===== config.mk =====
export PLATFORM = sky130hd
export DESIGN_NAME = alu_bist
export DESIGN_NICKNAME = d
export VERILOG_FILES = /design/src/rtl/alu_pkg.sv /design/src/rtl/alu_bist_misr.sv /design/src/rtl/alu_bist.sv
export SDC_FILE = /design/constraint.sdc
export NUM_CORES = 1
export LEC_CHECK = 0
export CORE_MARGIN = 5
export CORE_UTILIZATION = 35
export CTS_CLUSTER_DIAMETER = 150
export CTS_CLUSTER_SIZE = 25
export DETAILED_ROUTE_END_ITERATION = 7
export MAX_ROUTING_LAYER = met4
export PLACE_DENSITY = 0.63
export SLEW_MARGIN = 20
export SYNTH_ARGS = -nofsm -noshare
export SYNTH_HDL_FRONTEND = slang
export SYNTH_SLANG_ARGS = --single-unit

===== constraint.sdc =====
create_clock -name clk_i -period 2.82 [get_ports clk_i]
set_input_delay 0.564 -clock clk_i [delete_from_list [all_inputs] [get_ports clk_i]]
set_output_delay 0.564 -clock clk_i [all_outputs]
set_load 0.02 [all_outputs]

===== src/rtl/alu_pkg.sv =====
// -----------------------------------------------------------------------------
// alu_pkg
// Shared definitions for the 8-bit ALU and its built-in self-test controller:
//   - alu_op_e      : ALU opcode encoding (ADD=000 ... PASS=111)
//   - bist_state_e  : BIST controller states
//   - MISR width, default polynomial and seed, vector counter width
//   - misr_step()   : one signature compaction step
// -----------------------------------------------------------------------------
package alu_pkg;

    typedef enum logic [2:0] {
        ALU_ADD  = 3'b000,
        ALU_SUB  = 3'b001,
        ALU_SHL  = 3'b010,
        ALU_SHR  = 3'b011,
        ALU_AND  = 3'b100,
        ALU_OR   = 3'b101,
        ALU_NOT  = 3'b110,
        ALU_PASS = 3'b111
    } alu_op_e;

    typedef enum logic [1:0] {
        BIST_IDLE = 2'd0,
        BIST_RUN  = 2'd1,
        BIST_DONE = 2'd2
    } bist_state_e;

    localparam int              MISR_W        = 16;
    localparam int              VEC_W         = 19;
    localparam logic [MISR_W-1:0] MISR_POLY_DEF = 16'h1021;
    localparam logic [MISR_W-1:0] MISR_SEED_DEF = 16'hFFFF;

    // Shift left, apply feedback when the bit shifted out is set, then
    // fold in the parallel data word.
    function automatic logic [MISR_W-1:0] misr_step(
        input logic [MISR_W-1:0] sig,
        input logic [MISR_W-1:0] data,
        input logic [MISR_W-1:0] poly
    );
        logic [MISR_W-1:0] fb;
        fb = sig[MISR_W-1] ? poly : '0;
        return ({sig[MISR_W-2:0], 1'b0} ^ fb) ^ data;
    endfunction

endpackage


===== src/rtl/alu_bist_misr.sv =====
// -----------------------------------------------------------------------------
// alu_bist_misr
// 16-bit multiple-input signature register.
// Ports:
//   clk_i   : clock (rising edge)
//   rst_n   : asynchronous active-low reset, clears the signature to 0
//   load_i  : load the seed value (has priority over fold_i)
//   fold_i  : compact data_i into the signature
//   data_i  : parallel data word
//   sig_o   : current signature
// -----------------------------------------------------------------------------
module alu_bist_misr
    import alu_pkg::*;
#(
    parameter logic [MISR_W-1:0] POLY = MISR_POLY_DEF,
    parameter logic [MISR_W-1:0] SEED = MISR_SEED_DEF
) (
    input  logic              clk_i,
    input  logic              rst_n,
    input  logic              load_i,
    input  logic              fold_i,
    input  logic [MISR_W-1:0] data_i,
    output logic [MISR_W-1:0] sig_o
);

    logic [MISR_W-1:0] sig_q;
    logic [MISR_W-1:0] sig_d;

    always_comb begin
        sig_d = sig_q;
        if (load_i) begin
            sig_d = SEED;
        end else if (fold_i) begin
            sig_d = misr_step(sig_q, data_i, POLY);
        end
    end

    always_ff @(posedge clk_i or negedge rst_n) begin
        if (!rst_n) begin
            sig_q <= '0;
        end else begin
            sig_q <= sig_d;
        end
    end

    assign sig_o = sig_q;

endmodule


===== src/rtl/alu_bist.sv =====
// -----------------------------------------------------------------------------
// alu_bist
// Built-in self-test controller for the 8-bit ALU. Sweeps every {a, b, op}
// vector (op innermost, then b, then a), one per clock, folds each response
// into a MISR and compares the final signature with GOLDEN_SIG.
// Ports:
//   clk_i, rst_n        : clock, asynchronous active-low reset
//   start_i             : start request (level-sampled in IDLE/DONE)
//   a_o, b_o, op_o      : ALU stimulus, straight from the vector register
//   result_i, carry_i, negative_i, zero_i, overflow_i : ALU response
//   busy_o              : sweep in progress
//   done_o              : sweep complete, held until next start or reset
//   pass_o              : signature matches GOLDEN_SIG (valid with done_o)
//   signature_o         : current MISR value
// -----------------------------------------------------------------------------
module alu_bist
    import alu_pkg::*;
#(
    parameter logic [VEC_W-1:0]  VEC_LAST   = 19'h7FFFF,
    parameter logic [MISR_W-1:0] MISR_POLY  = MISR_POLY_DEF,
    parameter logic [MISR_W-1:0] MISR_SEED  = MISR_SEED_DEF,
    parameter logic [MISR_W-1:0] GOLDEN_SIG = 16'h0000
) (
    input  logic              clk_i,
    input  logic              rst_n,
    input  logic              start_i,
    output logic [7:0]        a_o,
    output logic [7:0]        b_o,
    output logic [2:0]        op_o,
    input  logic [7:0]        result_i,
    input  logic              carry_i,
    input  logic              negative_i,
    input  logic              zero_i,
    input  logic              overflow_i,
    output logic              busy_o,
    output logic              done_o,
    output logic              pass_o,
    output logic [MISR_W-1:0] signature_o
);

    bist_state_e       state_q;
    bist_state_e       state_d;
    logic [VEC_W-1:0]  vec_q;
    logic [VEC_W-1:0]  vec_d;
    logic              load_seed;
    logic              fold;
    logic [MISR_W-1:0] misr_data;

    // State and vector registers.
    always_ff @(posedge clk_i or negedge rst_n) begin
        if (!rst_n) begin
            state_q <= BIST_IDLE;
            vec_q   <= '0;
        end else begin
            state_q <= state_d;
            vec_q   <= vec_d;
        end
    end

    // Next state. The counter only wraps on the RUN->DONE transition, so
    // DONE always holds vec at 0 and a restart begins from vector 0.
    always_comb begin
        state_d = state_q;
        vec_d   = vec_q;
        case (state_q)
            BIST_IDLE, BIST_DONE: begin
                if (start_i) begin
                    state_d = BIST_RUN;
                    vec_d   = '0;
                end
            end
            BIST_RUN: begin
                if (vec_q == VEC_LAST) begin
                    state_d = BIST_DONE;
                    vec_d   = '0;
                end else begin
                    vec_d = vec_q + VEC_W'(1);
                end
            end
            default: begin
                state_d = BIST_IDLE;
                vec_d   = '0;
            end
        endcase
    end

    // Outputs and MISR controls. The response folded at each RUN edge is
    // the one to the vector driven during the cycle ending at that edge.
    always_comb begin
        busy_o    = 1'b0;
        done_o    = 1'b0;
        load_seed = 1'b0;
        fold      = 1'b0;
        case (state_q)
            BIST_IDLE: load_seed = start_i;
            BIST_RUN: begin
                busy_o = 1'b1;
                fold   = 1'b1;
            end
            BIST_DONE: begin
                done_o    = 1'b1;
                load_seed = start_i;
            end
            default: ;
        endcase
    end

    assign a_o  = vec_q[18:11];
    assign b_o  = vec_q[10:3];
    assign op_o = vec_q[2:0];

    assign misr_data = {4'b0000, carry_i, negative_i, zero_i, overflow_i, result_i};

    alu_bist_misr #(
        .POLY (MISR_POLY),
        .SEED (MISR_SEED)
    ) u_misr (
        .clk_i  (clk_i),
        .rst_n  (rst_n),
        .load_i (load_seed),
        .fold_i (fold),
        .data_i (misr_data),
        .sig_o  (signature_o)
    );

    assign pass_o = done_o && (signature_o == GOLDEN_SIG);

endmodule

==> summary.md, run 1 <==
| Metric | Value |
|---|---|
| CTS tree | done |
| Required time of the worst setup path | 2.26 ns |
| Outcome | completed |
| Final HPWL DP | 3470 um |
| Worst hold-check path type | in -> async |
| Wire per inst | 15.3 um |
| Drt via density | 5.17 |
| Post-synthesis cell count | 195 |
| Metal2 WL | 2260 um |
| Placed Area | 2480 um^2 |
| First-pass GRT wire length | 8510 um |
| Area Growth Syn to Fin | 35.8% |
| Crit path max fanout | 6 |
| Chip height | 83.3 um |
| Total GRT Usage | 15.2% |
| Pleak | 1.01 nW |
| PwrDens | 849 nW/um^2 |
| Mapped Nets | 211 |
| Clock tree buffer depth | 2 |
| Starting Density | 36.3% |
| WS Path Type | reg -> out |
| DIE AREA | 6930 um^2 |
| PortBufs | 52 |
| Core Region | 5170 um^2 |
| RSZ-0062 raised after global routing | false |
| PostCTS Resize Cnt | 0 |
| Count of pins over their slew limit | 0 |
| Sw frac | 38.4% |
| Design Area, Final | 2550 um^2 |
| Final #Nets | 268 |
| Clock root cell | clkbuf_8 |
| Clock slew at reported path FFs | 0.07 ns |
| Worst slew pin tran | 0.839 ns |
| CP bufs+invs | 1 |
| DRC violations left | 0 |
| Synthesized cell area | 1880 um^2 |
| Fin cells | 321 |
| Rel. slew slack | 44.1% |
| Vias | 1659 |
| Multi-input gate area | 898 um^2 |
| Final hold violation count | 0 |
| Comb power frac | 42.5% |
| CP max stage delay | 0.66 ns |
| Placed Instances | 315 |
| Critical Path AT | 2.10 ns |
| N_diodes | 0 |
| Register area | 926 um^2 |
| Yosys reg bits | 37 |
| Row count | 26 |
| TNS Setup | 0 ns |
| YS warnings | 0 |
| Largest delay share family, worst path | simple AND/OR/NAND/NOR gates |
| Initial antenna violation count | 0 |
| Final WL | 4900 um |
| Vias in the first global route | 1692 |
| Tmin final | 2.66 ns |
| CTS Sinks | 37 |
| Cell Chain, Critical Path | or4_1, nor4_1, clkdlybuf4s50_1 |
| Met3 wire length | 228 um |
| Max VDD drop | 0.000499 V |
| Met1 WL | 2390 um |
| Top sig layer | met4 |
| Final-report setup violation count | 0 |
| Boundary pin count | 53 |
| H-tree Lvls | 2 |
| CTS hold repair buffers | 0 |
| RD Place Congestion | 0.785 |
| Synth area leader | dfrtp_1 |
| GRT overflow | 0 |
| Drt initial violations | 67 |
| Sequential Power Share | 41.8% |
| Share of layout cells above drive strength 1 | 7.57% |
| Clock Latency Late Sink | 0.28 ns |
| Avg Inst Size Synth | 9.63 um^2 |
| Share of the yosys chip area belonging to registers | 49.3% |
| CP startpoint kind | flop |
| Yosys cell types | 39 |
| Setup crit end kind | primary output |
| Psw | 832 uW |
| Max Cap Viol | 0 |
| Die W | 83.3 um |
| Post-CTS Setup Repair Bufs | 0 |
| Post-DRT Antenna Nets | 0 |
| Fmax | 376 MHz |
| Top cells by area, synth | dfrtp_1 (49%), a21oi_1 (6.7%), xnor2_1 (6.1%) |
| Cell internal pwr | 1.33 mW |
| Critical path's slowest cell | clkdlybuf4s50_1 |
| Power Total | 2.16 mW |
| Largest net degree at the start of global routing | 38 |
| Final Skew | 0.00673 ns |
| Yosys top cell area share | 49.3% |
| Final Cycle Share | 94.4% |
| 1st-pass router iterations | 4 |
| Fillers | 477 |
| Num CTS Buffers | 5 |
| Clock power share | 15.7% |
## cells in the final DEF (no fill, tap or decap), types with 2 or more instances in the layout
| cell type | netlist | routed |
|---|---|---|
| nor4_1 | 3 | 3 |
| nand3_1 | 8 | 8 |
| clkdlybuf4s50_1 | 0 | 51 |
| and3_1 | 3 | 3 |
| or2_2 | 2 | 2 |
| nor3_1 | 3 | 3 |
| nor2_1 | 22 | 22 |
| a31oi_1 | 10 | 10 |
| clkbuf_8 | 0 | 5 |
| nand4_1 | 2 | 2 |
| a21o_1 | 5 | 5 |
| o21ai_0 | 13 | 13 |
| o31ai_1 | 2 | 2 |
| a21oi_1 | 25 | 25 |
| mux2i_1 | 2 | 2 |
| dfrtp_1 | 37 | 37 |
| nand2_1 | 14 | 14 |
| xnor2_1 | 13 | 13 |
| inv_1 | 2 | 2 |
| o22a_1 | 2 | 2 |
| a22o_1 | 4 | 4 |
| buf_4 | 0 | 5 |
## logic make-up (layout without fill, tap and decap cells)
group	Yosys count	count (layout)	share of synthesized area (%)
AND/OR/NAND/NOR	67	67	18.5
AO/OA/AOI/OAI	64	64	21.1
flip-flops	37	37	49.3
XOR/XNOR	14	14	6.53
buffers and inverters	10	66	2.86
multiplexers	2	2	1.07
adder cells (fa/ha/maj)	1	1	0.666
## cell usage after synthesis (all sizes together)
master	instances
a31oi	11
and2	1
clkinv	1
nor4b	1
a21oi	25
xnor2	13
o21a	1
mux2i	2
nand2b	1
or3	2
or2b	1
and3	3
buf	4
a31o	1
o22a	2
nand4	2
nor3	3
o21ai	13
o31ai	2
or4	1
dfrtp	37
inv	2
xor2	1
nor2b	1
ha	1
nor4	4
nand2	14
or2	2
nor2	22
clkbuf	3
nand3	9
a22o	4
a21o	5
## cell type report
cell class,count,area share [%]
Sequential cell,37,36.3
Multi-Input combinational cell,148,35.2
Timing Repair Buffer,57,21.7
Tap cell,70,3.43
Clock buffer,5,2.70
Inverter,3,0.442
Clock inverter,1,0.196
## power groups by stage
stage / Clock (mW) / Sequential [mW] / Combinational, mW
floorplan: 0 / 1.08 / 0.316
global placement: 0 / 0.907 / 0.929
detailed placement: 0 / 0.917 / 0.931
CTS: 0.353 / 0.910 / 0.935
global route: 0.375 / 0.942 / 0.983
finish: 0.339 / 0.905 / 0.920
## metal layers
metal | vias to the layer above | track usage [%]
li1 | 813 | -
met1 | 792 | 20.4
met2 | 50 | 23.5
met3 | 4 | 4.06
met4 | 0 | 2.67
met5 | - | -
## worst paths after layout
path	slack, ns	end	cells past startpoint	startpoint
min in group clk_i	0.52	vec_q[16]	1	vec_q[16]
setup / recovery	0.16	pass_o	3	u_misr.sig_o[15]
max in group asynchronous	1.91	vec_q[4]	1	rst_n
hold reg to reg	0.52	vec_q[16]	1	vec_q[16]
setup reg to reg	0.75	vec_q[4]	6	vec_q[0]
hold / removal	0.38	u_misr.sig_o[12]	1	rst_n
## registers in the layout (all words and copies together), names as in the netlist
register / count
u_misr.sig_o: 16
state_q: 2
vec_q: 19
## per-stage QoR
stage	hold WS, ns	setup WS, ns	utilization [%]
floorplan	0.268	0.584	-
global placement	0.486	0.413	47.9
detailed placement	0.500	0.465	47.9
CTS	0.406	0.149	49.3
global route	0.454	0.0163	49.3
finish	0.380	0.158	49.3
(Power assumes the default switching activity.)
==> inputs of run 2 (changes only) <==
Settings changed: CTS_BUF_LIST set to sky130_fd_sc_hd__clkbuf_16.
==> summary.md, run 2 (same netlist as run 1, synthesis figures left out) <==
| Metric | Value |
|---|---|
| DRC violations left | 0 (unchanged) |
| Worst Slack Setup Final | 0.168 ns (+0.0100 ns) |
| Post-place setup slack | 0.465 ns (unchanged) |
| Worst reg2reg path depth | 6 (unchanged) |
| WS Path Type | reg -> out |
| H-tree Lvls | 2 (unchanged) |
| PwrDens | 898 nW/um^2 (+5.8%) |
| CTS Sinks | 37 (unchanged) |
| CP startpoint kind | flop |
| R2R Setup Slk | 0.75 ns (about the same) |
| Largest register FFs | 19 (unchanged) |
| Fillers | 469 (-1.7%) |
| Worst R2R End | vec_q[4] |
| Fmax | 377 MHz (+0.38%) |
| Met2 Track Usage GR | 23.6% (+0.15 points) |
| Clock root cell | clkbuf_16 |
| Worst hold-check path type | in -> async |
| Final WL | 4910 um (+0.20%) |
| 1st-pass router iterations | 4 (unchanged) |
| Commonest non-fill, non-tap cell in the layout | clkdlybuf4s50_1 |
| Final #Nets | 268 (unchanged) |
| Largest net degree at the start of global routing | 38 (unchanged) |
| Max VDD drop | 0.000500 V (+0.21%) |
| GRT overflow | 0 (unchanged) |
| Clock slew at reported path FFs | 0.05 ns (-0.02 ns) |
| Required time of the worst setup path | 2.26 ns (about the same) |
| Final Cycle Share | 94.0% (-0.36 points) |
| M1 GR Usage | 20.4% (unchanged) |
| Post-CTS Setup Repair Bufs | 0 (unchanged) |
| Count of pins over their slew limit | 0 (unchanged) |
| Num CTS Buffers | 5 (unchanged) |
| RSZ-0062 raised after global routing | false |
| Final-report setup violation count | 0 (unchanged) |
| Reg2reg start | vec_q[0] |
| TNS Setup | 0 ns (unchanged) |
| Rel. slew slack | 43.8% (-0.26 points) |
| Drt initial violations | 72 (+7.5%) |
| Clock Latency Late Sink | 0.28 ns (about the same) |
| GR Layer Usage met3 | 4.06% (unchanged) |
| Area Growth Syn to Fin | 38.8% |
| PortBufs | 52 (unchanged) |
| Wire per inst | 15.3 um (+0.20%) |
| DIE AREA | 6930 um^2 (unchanged) |
| Starting Density | 36.3% (unchanged) |
| Post-DRT Antenna Nets | 0 (unchanged) |
| N_diodes | 0 (unchanged) |
| Row count | 26 (unchanged) |
| Outcome | completed |
| Boundary pin count | 53 (unchanged) |
| Core Region | 5170 um^2 (unchanged) |
| Final hold violation count | 0 (unchanged) |
| Initial antenna violation count | 0 (unchanged) |
| Clock tree buffer depth | 2 (unchanged) |
| Worst slew pin tran | 0.843 ns (+0.00385 ns) |
| Min Hold Slack | 0.393 ns (+0.0129 ns) |
| CTS hold repair buffers | 0 (unchanged) |
| Setup crit end kind | primary output |
| Vias | 1663 (+0.24%) |
| PostCTS Resize Cnt | 0 (unchanged) |
| Max Cap Viol | 0 (unchanged) |
| RD Place Congestion | 0.785 (unchanged) |
| Share of layout cells above drive strength 1 | 7.57% (unchanged) |
| Critical Path AT | 2.09 ns (about the same) |
| Tmin final | 2.65 ns (-0.0100 ns) |
| First-pass GRT wire length | 8540 um (+0.33%) |
| Total GRT Usage | 15.4% (+0.17 points) |
| GR peak layer | met2 |
| Crit path max fanout | 6 (unchanged) |
| Top reg by flops | vec_q |
| Pleak | 1.04 nW (+2.5%) |
| Commonest cells after routing, fill and taps aside | clkdlybuf4s50_1 (51), dfrtp_1 (37), a21oi_1 (25) |
| Drt via density | 5.18 (+0.24%) |
| CTS tree | done |
| Die W | 83.3 um (unchanged) |
| Vias in the first global route | 1693 (+0.059%) |
| Final Skew | 0.00259 ns (-0.00413 ns) |
| Chip height | 83.3 um (unchanged) |
| Final HPWL DP | 3470 um (unchanged) |
[run 2: cell counts in the layout (fill, tap and decap cells not counted)]
Identical to the previous run, type by type.
[run 2: layout make-up]
type | count | area [um^2] | share of cell area, %
clock buffers | 5 | 125 | 4.80
inverters | 3 | 11.3 | 0.432
repair buffers | 57 | 553 | 21.2
flip-flops and latches | 37 | 926 | 35.5
clock inverters | 1 | 5.00 | 0.192
well taps | 70 | 87.6 | 3.36
multi-input cells | 148 | 898 | 34.5
[run 2: layer usage]
metal / routed length, um / vias up
met5: 0 / -
met4: 27 / 0
met3: 248 / 5
met2: 2280 / 50
met1: 2350 / 793
li1: - / 815
[run 2: critical path: stages, from the launching register on]
cell and delay, ns:
dfrtp_1 0.45, or4_1 0.54, nor4_1 0.17, clkdlybuf4s50_1 0.66
[run 2: how the worst max path moves through the flow]
| stage | from | end | cells past startpoint |
|---|---|---|---|
| floorplan | u_misr.sig_o[15] | pass_o | 2 |
| global placement | u_misr.sig_o[15] | pass_o | 3 |
| detailed placement | u_misr.sig_o[15] | pass_o | 3 |
| CTS | u_misr.sig_o[15] | pass_o | 3 |
| global route | u_misr.sig_o[15] | pass_o | 3 |
| finish | u_misr.sig_o[15] | pass_o | 3 |
[run 2: per-stage QoR]
stage	instance area [um^2]	util [%]	std cells	power, mW
6_report	2610	50.4	321	2.34
2_1_floorplan	1880	-	195	1.39
3_3_place_gp	2480	47.9	315	1.84
5_1_grt	2610	50.4	321	2.47
3_5_place_dp	2480	47.9	315	1.85
4_1_cts	2610	50.4	321	2.37
[run 2: where the power goes]
group          total, mW  switching [mW]  internal, mW
Combinational      0.920           0.440         0.480
Clock              0.512           0.197         0.315
Sequential         0.907           0.215         0.691
==> inputs of run 3 (changes only) <==
Settings changed: PLACE_DENSITY 0.63 to not set, PLACE_DENSITY_LB_ADDON set to 0.3.
==> summary.md, run 3 (same netlist as run 1, synthesis figures left out) <==
| Metric | Value |
|---|---|
| Outcome | completed |
| Clock power share | 21.8% (about the same) |
| Pleak | 1.05 nW (+1.2%) |
| Final hold violation count | 0 (unchanged) |
| RD Place Congestion | 0.789 (+0.55%) |
| Worst reg2reg path depth | 7 (+1) |
| Tmin final | 2.68 ns (+0.0304 ns) |
| Final Skew | 0.00840 ns (+0.00580 ns) |
| Sw frac | 35.9% (-0.51 points) |
| Die W | 83.3 um (unchanged) |
| Initial antenna violation count | 0 (unchanged) |
| CTS tree | done |
| Met1 WL | 2330 um (-0.94%) |
| CTS Sinks | 37 (unchanged) |
| Starting Density | 36.3% (unchanged) |
| Chip height | 83.3 um (unchanged) |
| Clock Latency Late Sink | 0.28 ns (about the same) |
| Area Growth Syn to Fin | 39.1% |
| DIE AREA | 6930 um^2 (unchanged) |
| Final #Nets | 268 (unchanged) |
| DRC violations left | 0 (unchanged) |
| Power Total | 2.32 mW (-0.63%) |
| Final Cycle Share | 95.1% (+1.1 points) |
| CTS hold repair buffers | 0 (unchanged) |
| Total GRT Usage | 14.9% (-0.50 points) |
| Top reg by flops | vec_q |
| Final-report setup violation count | 0 (unchanged) |
| Drt initial violations | 105 (+46%) |
| RSZ-0062 raised after global routing | false |
| Commonest non-fill, non-tap cell in the layout | clkdlybuf4s50_1 |
| Required time of the worst setup path | 2.26 ns (about the same) |
| Wire per inst | 14.7 um (-4.0%) |
| Min Hold Slack | 0.379 ns (-0.0137 ns) |
| Largest net degree at the start of global routing | 38 (unchanged) |
| Critical Path AT | 2.12 ns (+0.03 ns) |
| Max VDD drop | 0.000430 V (-14%) |
| N_diodes | 0 (unchanged) |
| Clock root cell | clkbuf_16 |
| Post-CTS Setup Repair Bufs | 0 (unchanged) |
| Worst R2R End | vec_q[2] |
| Num CTS Buffers | 5 (unchanged) |
| PwrDens | 890 nW/um^2 (-0.87%) |
| Final WL | 4740 um (-3.4%) |
| Clock tree buffer depth | 2 (unchanged) |
| Reg2reg start | vec_q[0] |
| PostCTS Resize Cnt | 0 (unchanged) |
| Setup crit end kind | primary output |
| Share of layout cells above drive strength 1 | 7.11% (-0.46 points) |
| H-tree Lvls | 2 (unchanged) |
| Row count | 26 (unchanged) |
| Rel. slew slack | 45.5% (+1.7 points) |
| Core Region | 5170 um^2 (unchanged) |
| Count of pins over their slew limit | 0 (unchanged) |
| Cell internal pwr | 1.49 mW (+0.17%) |
| Met3 wire length | 180 um (-27%) |
| Vias | 1639 (-1.4%) |
| Drt via density | 5.07 (-2.1%) |
| PortBufs | 52 (unchanged) |
| GRT overflow | 0 (unchanged) |
| First-pass GRT wire length | 8290 um (-2.9%) |
| Boundary pin count | 53 (unchanged) |
| Crit path max fanout | 4 (-2) |
| Psw | 835 uW (-2.0%) |
| Worst slew pin tran | 0.818 ns (-0.0251 ns) |
| Vias in the first global route | 1663 (-1.8%) |
| Worst Slack Setup Final | 0.138 ns (-0.0304 ns) |
| Largest register FFs | 19 (unchanged) |
| TNS Setup | 0 ns (unchanged) |
| Final HPWL DP | 3400 um (-1.9%) |
| CP startpoint kind | flop |
| Clock slew at reported path FFs | 0.06 ns (about the same) |
| Commonest cells after routing, fill and taps aside | clkdlybuf4s50_1 (51), dfrtp_1 (37), a21oi_1 (25) |
| Worst hold-check path type | in -> async |
| Fmax | 373 MHz (-1.1%) |
| Post-DRT Antenna Nets | 0 (unchanged) |
| Max Cap Viol | 0 (unchanged) |
| Metal2 WL | 2130 um (-6.6%) |
| WS Path Type | reg -> out |
| 1st-pass router iterations | 4 (unchanged) |
| Top sig layer | met4 |
| R2R Setup Slk | 0.60 ns (-0.15 ns) |
| Comb power frac | 39.2% (about the same) |
| Post-place setup slack | 0.414 ns (-0.0503 ns) |
| Sequential Power Share | 38.9% (about the same) |
==> run 3: worst max-delay path by stage <==
stage                     start  endpoint  slack [ns]
2_1_floorplan  u_misr.sig_o[15]    pass_o        0.58
3_3_place_gp    u_misr.sig_o[2]    pass_o        0.40
3_5_place_dp    u_misr.sig_o[2]    pass_o        0.41
4_1_cts         u_misr.sig_o[2]    pass_o        0.12
5_1_grt         u_misr.sig_o[2]    pass_o        0.06
6_report        u_misr.sig_o[2]    pass_o        0.14
==> run 3: per-layer routing <==
| metal | global-route usage (%) | vias up |
|---|---|---|
| li1 | - | 822 |
| met3 | 2.97 | 6 |
| met1 | 19.6 | 779 |
| met4 | 6.84 | 0 |
| met2 | 22.0 | 32 |
| met5 | - | - |
==> run 3: area by class of cell <==
type / count / area, um^2
clock buffer: 5 / 125
clock inverter: 3 / 11.3
fill: 496 / 2560
inverter: 3 / 11.3
multi-input combinational: 148 / 898
sequential: 37 / 926
tap: 70 / 87.6
timing repair buffer: 57 / 553
==> run 3: power groups by stage <==
stage               Clock, mW  Sequential (mW)  Combinational (mW)
global route            0.545            0.937               0.990
global placement            0            0.906               0.923
finish                  0.508            0.905               0.912
floorplan                   0             1.08               0.316
detailed placement          0            0.914               0.926
CTS                     0.526            0.906               0.930
==> run 3: metrics by stage <==
stage	area (um^2)	utilization (%)	cells
after floorplan	1880	-	195
after global placement	2480	47.9	315
after detailed placement	2480	47.9	315
after CTS	2610	50.5	323
after global routing	2610	50.5	323
final	2610	50.5	323
==> run 3: critical path, cell delays in order (launching register included) <==
cell and delay [ns]:
dfrtp_1 0.41, nor4b_1 0.44, nand3_1 0.12, nor4_1 0.23, clkdlybuf4s50_1 0.65
==> patch (settings of run 3) <==
Put a register stage on the output `signature_o`, cleared by the reset. The value now appears one clock later. The other outputs are not delayed to match.
--- a/src/rtl/alu_bist.sv
+++ b/src/rtl/alu_bist.sv
@@ -39,2 +39,4 @@
 );
+
+    logic [MISR_W-1:0] signature_d;
 
@@ -122,6 +124,14 @@
         .data_i (misr_data),
-        .sig_o  (signature_o)
+        .sig_o  (signature_d)
     );
 
-    assign pass_o = done_o && (signature_o == GOLDEN_SIG);
+    assign pass_o = done_o && (signature_d == GOLDEN_SIG);
+
+    always_ff @(posedge clk_i or negedge rst_n) begin
+        if (!rst_n) begin
+            signature_o <= '0;
+        end else begin
+            signature_o <= signature_d;
+        end
+    end
 
Function: changed (Yosys sat finds a counterexample within 4 cycles, from zero or initial values and one cycle with rst_n low).
==> patch against run 3 <==
- sequential power is 38% higher
- sequential cell count is 16 higher
- register-to-register slack better by 0.19 ns
- maximum frequency is 3.2% higher
- total power is 18% higher
- global-route usage is 0.71 points lower
- final area is 19% higher
- routed wire length is 19% higher
- synthesized area is 26% higher
- setup slack better by 0.083 ns
- sequential share of layout area is 7.2 points higher
==> patch: results (changes against run 3) <==
Final layout
  – Non-Filler Instances: 354 (was 323)
  – Signal buffers: 60 (was 57)
  – Reg with most FFs: vec_q (unchanged)
  – FF+latch area: 0.00133 mm^2 (was 926 um^2)
  – Filler cells: 630 (was 496)
  – Non-clk buf share: 0.185 (was 0.212)
  – Share of layout cells above drive strength 1: 0.0876 (was 0.0711)
  – Inverters excl. clock: 5 (was 3)
  – Fraction of area in multi-input gates: 0.301 (was 0.344)
  – Layout Nets: 289 (was 268)
  – Clk cell area share: 0.0487 (was 0.0522)

Run status
  – Outcome: finished, final reports clean (unchanged)

Synthesis
  – Post-Synth XOR/XNOR Area: 0.0519 (was 0.0653)
  – Synth unique cells: 43 (was 39)
  – Adder and majority gate portion of the synthesized area: 0.00530 (was 0.00666)
  – Synth top cells by count: dfrtp_1, nand2_1, nor2_1 (was dfrtp_1, a21oi_1, nor2_1)
  – Synth top area cells: dfrtp_1, xnor2_1, nand2_1 (was dfrtp_1, a21oi_1, xnor2_1)
  – Register area share after synthesis: 0.562 (was 0.493)
  – Post-Syn Nets: 233 (was 211)
  – Post-synthesis compound-gate area fraction: 0.157 (was 0.211)
  – Syn Area/Cell: 10.9 um^2 (was 9.63 um^2)
  – Post-synthesis mux area share: 0.00424 (was 0.0107)

Global routing
  – Vias in the first global route: 1845 (was 1663)
  – First-pass GRT wire length: 9400 um (was 8290 um)
  – Largest net degree at the start of global routing: 25 (was 38)
  – All-Layer GR Usage: 0.142 (was 0.149)

Setup path
  – Flop2flop setup slack: 0.79 ns (was 0.60 ns)
  – Worst EP arrival: 2.04 ns (was 2.12 ns)
  – CP max FO: 4 (unchanged)
  – Reg-to-Reg End: vec_q[18]$_DFFE_PN0P_ (was vec_q[2]$_DFFE_PN0P_)
  – FF-to-FF path depth: 6 (was 7)
  – Setup crit end kind: output pin (unchanged)

Placement
  – I/O Buffers: 52 (unchanged)
  – Hpwl dp: 3940 um (was 3400 um)
  – RD Place Congestion: 0.738 (was 0.789)

Clock tree
  – Clock slew at reported path FFs: around 0.070 ns
  – Clock sinks: 53 (was 37)

Min path
  – Min-delay worst type: input port to async pin (unchanged)

Timing
  – Relative slew margins: 0.671 (was 0.455)
  – Clock Skew: 0.00702 ns (was 0.00840 ns)
  – Worst hold slack: 0.223 ns (was 0.379 ns)

Route
  – DRT iter0 DRCs: 90 (was 105)
  – Routed len/inst: 16.0 um (was 14.7 um)
  – Total number of vias: 1893 (was 1639)

Power
  – VDD IR max: 0.430 mV (about the same)
patch: through the flow:
step | cell area, um^2 | total power, uW | setup slack, ns
CTS | 3110 | 2790 | 0.202
finish | 3110 | 2750 | 0.221
floorplan | 2360 | 1700 | 0.895
global placement | 2960 | 2150 | 0.499
detailed placement | 2960 | 2160 | 0.525
global route | 3110 | 2920 | 0.110
patch: worst max-delay path: stages (launching register included):
cell,delay (ns)
dfrtp_1,0.42
nor4_1,0.38
nand3_1,0.13
nor3_1,0.18
clkdlybuf4s50_1,0.63
patch: where the power goes:
part / internal [uW] / total [uW] / switching (uW)
sequential: 1030 / 1250 / 224
clock: 336 / 626 / 290
combinational: 451 / 878 / 427
patch: routing by layer:
layer  up-vias  global-route usage  wire length, um
met2        49               0.218             2810
met3         2              0.0271              213
met1       931               0.191             2590
li1        911                   -                -
met5         -                   -                0
met4         0              0.0433               38
